--- src/rtl/draw_sequencer.sv ---
// Per-frame render scheduler: screen clear, map sweep, then four object passes per frame tick on one VGA plot port.
// Map pixels pass to the plot bus with zero latency; the object drawer is paced by a start/done handshake, and extra frame ticks queue one deep.
module draw_sequencer #(
  parameter int         SCREEN_W   = 160,
  parameter int         SCREEN_H   = 120,
  parameter int         MAP_TAIL   = 48,
  parameter logic [2:0] BG_COLOUR  = 3'b000,
  parameter logic [2:0] MAP_COLOUR = 3'b111
) (
  input  logic       clk,
  input  logic       reset,
  input  logic       frame_tick,
  input  logic       map_redraw,
  input  logic       map_finish,
  input  logic [7:0] mx,
  input  logic [6:0] my,
  output logic       map_counter_enable,
  output logic       obj_start,
  output logic [1:0] obj_sel,
  input  logic [7:0] ox,
  input  logic [6:0] oy,
  input  logic [2:0] ocolour,
  input  logic       oplot,
  input  logic       odone,
  output logic [7:0] vga_x,
  output logic [6:0] vga_y,
  output logic [2:0] vga_colour,
  output logic       vga_plot,
  output logic       busy,
  output logic       frame_overrun
);

  typedef enum logic [2:0] {S_CLEAR, S_MAP, S_IDLE, S_OBJ_START, S_OBJ_WAIT} state_t;

  localparam logic [7:0] X_LAST    = 8'(SCREEN_W - 1);
  localparam logic [6:0] Y_LAST    = 7'(SCREEN_H - 1);
  localparam logic [5:0] TAIL_LAST = 6'(MAP_TAIL - 1);

  state_t     state, state_nxt;
  logic [7:0] cx;
  logic [6:0] cy;
  logic [5:0] tail;
  logic [1:0] slot;
  logic       tick_pending;
  logic       init_done;

  logic clear_last, tail_last;
  assign clear_last = (cx == X_LAST) && (cy == Y_LAST);
  assign tail_last  = map_finish && (tail == TAIL_LAST);

  always_ff @(posedge clk or posedge reset) begin
    if (reset) state <= S_CLEAR;
    else       state <= state_nxt;
  end

  always_comb begin
    state_nxt = state;
    case (state)
      S_CLEAR:     if (clear_last) state_nxt = S_MAP;
      S_MAP:       if (tail_last) state_nxt = S_IDLE;
      S_IDLE: begin
        if (map_redraw)                      state_nxt = S_MAP;
        else if (frame_tick || tick_pending) state_nxt = S_OBJ_START;
      end
      S_OBJ_START: state_nxt = S_OBJ_WAIT;
      S_OBJ_WAIT:  if (odone) state_nxt = (slot == 2'd3) ? S_IDLE : S_OBJ_START;
      default:     state_nxt = S_CLEAR;
    endcase
  end

  always_ff @(posedge clk or posedge reset) begin
    if (reset) begin
      cx   <= '0;
      cy   <= '0;
      tail <= '0;
      slot <= '0;
    end else begin
      if (state == S_CLEAR) begin
        if (cx == X_LAST) begin
          cx <= '0;
          cy <= (cy == Y_LAST) ? 7'd0 : cy + 7'd1;
        end else begin
          cx <= cx + 8'd1;
        end
      end else begin
        cx <= '0;
        cy <= '0;
      end

      if (state != S_MAP)  tail <= '0;
      else if (map_finish) tail <= tail_last ? 6'd0 : tail + 6'd1;

      if (state == S_IDLE)                                    slot <= '0;
      else if (state == S_OBJ_WAIT && odone && slot != 2'd3)  slot <= slot + 2'd1;
    end
  end

  // One tick may wait behind a busy sequencer; a second one is dropped and flagged.
  // Ticks before the first arrival in IDLE are not frames we were expected to serve.
  always_ff @(posedge clk or posedge reset) begin
    if (reset) begin
      tick_pending  <= 1'b0;
      frame_overrun <= 1'b0;
      init_done     <= 1'b0;
    end else if (state == S_IDLE) begin
      init_done <= 1'b1;
      if (map_redraw) begin
        if (frame_tick) begin
          if (tick_pending) frame_overrun <= 1'b1;
          else              tick_pending  <= 1'b1;
        end
      end else if (frame_tick || tick_pending) begin
        tick_pending <= frame_tick && tick_pending;
      end
    end else if (init_done && frame_tick) begin
      if (tick_pending) frame_overrun <= 1'b1;
      else              tick_pending  <= 1'b1;
    end
  end

  always_comb begin
    map_counter_enable = 1'b0;
    obj_start          = 1'b0;
    obj_sel            = 2'd0;
    vga_x              = '0;
    vga_y              = '0;
    vga_colour         = '0;
    vga_plot           = 1'b0;
    busy               = (state != S_IDLE);
    case (state)
      S_CLEAR: begin
        vga_x      = cx;
        vga_y      = cy;
        vga_colour = BG_COLOUR;
        vga_plot   = 1'b1;
      end
      S_MAP: begin
        map_counter_enable = 1'b1;
        vga_x              = mx;
        vga_y              = my;
        vga_colour         = MAP_COLOUR;
        vga_plot           = 1'b1;
      end
      S_OBJ_START: begin
        obj_start = 1'b1;
        obj_sel   = slot;
      end
      S_OBJ_WAIT: begin
        obj_sel    = slot;
        vga_x      = ox;
        vga_y      = oy;
        vga_colour = ocolour;
        vga_plot   = oplot;
      end
      default: ;
    endcase
    // Strobes must be quiet the instant reset is asserted, before state settles.
    if (reset) begin
      vga_plot           = 1'b0;
      map_counter_enable = 1'b0;
      obj_start          = 1'b0;
    end
  end

endmodule

--- config.mk ---
export PLATFORM = sky130hd
export DESIGN_NAME = draw_sequencer
export DESIGN_NICKNAME = d
export VERILOG_FILES = /design/src/rtl/draw_sequencer.sv
export SDC_FILE = /design/constraint.sdc
export NUM_CORES = 1
export LEC_CHECK = 0
export ABC_AREA = 1
export BUFFER_PORTS_ARGS = -buffer_cell sky130_fd_sc_hd__buf_2
export CAP_MARGIN = 10
export CELL_PAD_IN_SITES_DETAIL_PLACEMENT = 1
export CELL_PAD_IN_SITES_GLOBAL_PLACEMENT = 1
export CORE_UTILIZATION = 36
export CTS_BUF_LIST = sky130_fd_sc_hd__clkbuf_8
export CTS_CLUSTER_SIZE = 12
export DETAILED_ROUTE_END_ITERATION = 7
export PLACE_DENSITY = 0.9
export RECOVER_POWER = 100
export SYNTH_ARGS = -nofsm -noshare
export SYNTH_HDL_FRONTEND = slang
export SYNTH_SLANG_ARGS = --single-unit
--- constraint.sdc ---
create_clock -name clk -period 1.9 [get_ports clk]
set_clock_uncertainty 0.15 [all_clocks]
set_input_delay 0.095 -clock clk [delete_from_list [all_inputs] [get_ports clk]]
set_output_delay 0.095 -clock clk [all_outputs]
set_load 0.01 [all_outputs]
==> results.py <==
metrics = {
    "worst_setup_path": {
        "timing.setup.critical_path_class": "reg -> out",
        "reg2reg_depth": 9,
        "end_kind": "primary output",
        "critical_path_required_ns": 1.65,
        "setup.worst_path.start_class": "flip-flop",
        "cp_startpoint": "state[2]$_DFFE_PP0P_",
        "r2r_start": "cx[0]$_DFF_PP0_",
        "critPathArrivalTime_ns": 1.56,
        "ff2ff_setup_slack_ns": 0.11,
        "largest_fanout_of_any_net_on_the_critical_path": 9,
        "critical_path.reg2reg.endpoint": "state[1]$_DFFE_PP0P_",
        "worstSetupEndpoint": "vga_y[3]",
    },
    "timing": {
        "max_freq_mhz": 555,
        "report.final.slew_viol_count": 0,
        "layout_min_cycle_time_ns": 1.80,
        "max_slew_margin_pct": 67.3,
        "final.setup.worst_slack_ns": 0.0981,
        "worst-slew-pin-transition_ns": 0.490,
        "fin_crit_sh_pct": 94.8,
        "finalSetupViolations": 0,
        "hold_viol": 0,
    },
    "die": {
        "chipWidth_um": 73.3,
        "dieArea_sq_um": 5370,
        "initial_core_util_pct": 38.0,
        "fp.dieH_um": 73.3,
        "num_rows": 25,
        "io_pins": 65,
        "floorplan.core_area_sq_um": 4820,
    },
    "clocking": {
        "clk-insertion-delay-late_ns": 0.29,
        "path_clk_slew_ns": 0.06,
        "cts_root_buf": "sky130_fd_sc_hd__clkbuf_8",
        "cts.sink_count": 29,
        "cts_tree": "yes",
        "tritoncts.num_buffers": 5,
        "cts.htree.levels": 2,
        "clockBufferDepth": 2,
    },
    "global_routing": {
        "global_route.peak_usage_layer": "met2",
        "use_met1_pct": 25.6,
        "grt_antenna_before_repair": 0,
        "number_of_global_route_vias_before_repair": 2132,
        "globalRouteMet2Util_pct": 44.7,
        "largest_net_degree_at_the_start_of_global_routing": 19,
        "grt_first_pass_wirelength_mm": 9.52,
        "global_route.usage.total_pct": 23.3,
        "gr-usage-met3_pct": 4.94,
        "gr-total-overflow": 0,
    },
    "routing": {
        "route.detailed.drc": 0,
        "detail_route.first_pass.iterations": 4,
        "detail_route.vias_per_cell": 5.05,
        "routed-via-count": 2061,
        "totalWireLength_mm": 5.78,
        "route.detailed.wl_per_inst_um": 14.2,
        "antenna_left": 0,
        "drt-initial-drc-count": 59,
    },
    "layout": {
        "flow.area_growth_from_synthesis_pct": 34.8,
        "fin_nets": 384,
        "layout-drive-gt1-share_pct": 29.0,
        "fillerInstances": 662,
        "antenna-diode-count": 0,
    },
    "yosys": {
        "synthFlopType": "sky130_fd_sc_hd__dfrtp_1",
        "synthesized_area_divided_by_synthesized_cell_count_sq_um": 7.06,
        "synth_cell_type_count": 29,
        "synth_most_common_cell": "sky130_fd_sc_hd__nand2_1",
        "post_synth_main_area_contributors": "sky130_fd_sc_hd__dfrtp_1 (40%), sky130_fd_sc_hd__nand2_1 (16%), sky130_fd_sc_hd__inv_1 (6.6%)",
        "synth_top_cell_area_share_pct": 39.7,
        "postSynthNetCount": 303,
        "synthArstFlopShare_pct": 100,
        "cell_area_after_synthesis_sq_um": 1830,
        "ys_ff_latch": 29,
        "post_synth_inst_count": 259,
        "synth.largest_area_cell": "sky130_fd_sc_hd__dfrtp_1",
        "synth_common_cells": "sky130_fd_sc_hd__nand2_1 (77), sky130_fd_sc_hd__inv_1 (32), sky130_fd_sc_hd__dfrtp_1 (29)",
        "yosysWarningCount": 0,
        "synth_edf_count": 0,
        "ys_seq_area_share_pct": 39.7,
    },
    "pwr": {
        "total_power_uw": 1270,
        "p_per_area_nw_per_um2": 513,
        "total_leakage_power_uw": 0.00133,
        "vdd.ir_drop.worst_v": 0.000300,
    },
    "min_path": {
        "min-delay-start": "map_redraw",
        "holdCritPathClass": "in -> reg",
    },
    "place": {
        "preCtsSetupSlack_ns": 0.154,
        "placed_wire_length_estimate_after_detailed_placement_mm": 4.18,
        "buffer_ports.inserted": 64,
        "gpl.final_weighted_congestion": 0.776,
    },
    "run": {
        "maxCapViolCount": 0,
    },
    "status": {
        "status": "finished, final reports clean",
    },
}
-- sequential cells by signal, summed over array words and instances, names as in the netlist --
register,flops
slot,2
tail,6
cx,8
tick_pending,1
state,3
init_done,1
cy,7
frame_overrun,1
-- power breakdown --
part | internal [uW] | total (uW) | switching (uW)
combinational | 35.2 | 66.9 | 31.7
sequential | 617 | 617 | 0
clock | 327 | 582 | 254
-- through the flow --
step | std cells | instance area (sq um) | utilization, % | hold WS, ns | TNS [ns]
2_1_floorplan | 259 | 1830 | - | 0.0231 | 0
3_3_place_gp | 389 | 2250 | 46.6 | 0.0318 | 0
3_5_place_dp | 389 | 2250 | 46.6 | 0.0410 | 0
4_1_cts | 407 | 2450 | 50.8 | 0.0180 | 0
5_1_grt | 408 | 2470 | 51.2 | 0.0655 | -0.0396
6_report | 408 | 2470 | 51.2 | 0.0436 | 0
-- worst min path at each step --
| stage | to | slack, ns | cells past startpoint |
|---|---|---|---|
| 6_report | tick_pending$_DFFE_PP0P_ | 0.04 | 4 |
| 5_1_grt | tick_pending$_DFFE_PP0P_ | 0.07 | 4 |
| 4_1_cts | state[1]$_DFFE_PP0P_ | 0.02 | 4 |
| 3_5_place_dp | tail[0]$_DFFE_PP0P_ | 0.04 | 2 |
| 3_3_place_gp | tail[2]$_DFFE_PP0P_ | 0.03 | 2 |
| 2_1_floorplan | cx[0]$_DFF_PP0_ | 0.02 | 1 |
-- worst max-delay path, stage by stage (launching register included) --
cell and delay, ns:
sky130_fd_sc_hd__dfrtp_1 0.40, sky130_fd_sc_hd__inv_2 0.13, sky130_fd_sc_hd__nand2_4 0.10, sky130_fd_sc_hd__nor2_4 0.17, sky130_fd_sc_hd__buf_4 0.19, sky130_fd_sc_hd__nand2_1 0.08
sky130_fd_sc_hd__nand3_1 0.08, sky130_fd_sc_hd__buf_2 0.13
-- cell type report --
type,count,area [sq um],share of cell area (%)
multi-input combinational,186,946,38.4
sequential,29,728,29.5
timing repair buffer,80,462,18.7
inverter,38,145,5.89
clock buffer,7,96.3,3.91
tap,67,83.8,3.40
clock inverter,1,5.00,0.203
-- cell families (layout without fill, tap and decap cells) --
kind of cell	Yosys count	count (layout)	share of synthesized area, %
flops	29	29	39.7
buf+inv	44	126	9.78
fa+ha+maj	4	4	2.74
simple gates	139	139	33.7
xor+xnor	1	1	0.479
compound gates	42	42	13.6
-- layout by cell type (no fill, tap or decap), types with 3 or more instances in the layout --
| cell | synthesis | routed |
|---|---|---|
| sky130_fd_sc_hd__nand2_1 | 77 | 77 |
| sky130_fd_sc_hd__nor3_1 | 3 | 3 |
| sky130_fd_sc_hd__nor2_1 | 24 | 24 |
| sky130_fd_sc_hd__dfrtp_1 | 29 | 27 |
| sky130_fd_sc_hd__o21ai_0 | 6 | 6 |
| sky130_fd_sc_hd__inv_2 | 6 | 5 |
| sky130_fd_sc_hd__nand3_1 | 21 | 21 |
| sky130_fd_sc_hd__a21oi_1 | 15 | 15 |
| sky130_fd_sc_hd__buf_2 | 5 | 62 |
| sky130_fd_sc_hd__o21a_1 | 3 | 3 |
| sky130_fd_sc_hd__buf_4 | 0 | 9 |
| sky130_fd_sc_hd__inv_1 | 32 | 32 |
| sky130_fd_sc_hd__ha_1 | 4 | 4 |
| sky130_fd_sc_hd__dlygate4sd3_1 | 0 | 4 |
| sky130_fd_sc_hd__o211ai_1 | 11 | 11 |
| sky130_fd_sc_hd__clkbuf_8 | 0 | 7 |
| sky130_fd_sc_hd__o21ai_1 | 5 | 5 |
-- metal layers --
| layer | vias up | wire length, um |
|---|---|---|
| met4 | 0 | 70 |
| met5 | - | 0 |
| li1 | 998 | - |
| met2 | 65 | 3010 |
| met1 | 988 | 2400 |
| met3 | 10 | 300 |
-- repair_timing --
item,CTS,global route
resized for setup,0,9
buffers inserted,6,1
endpoints found under the setup margin,4,15
hold buffers,4,0
pin swaps,2,1
hold endpoints to repair,17,0
No activity file was read; power rests on OpenSTA's default activity.
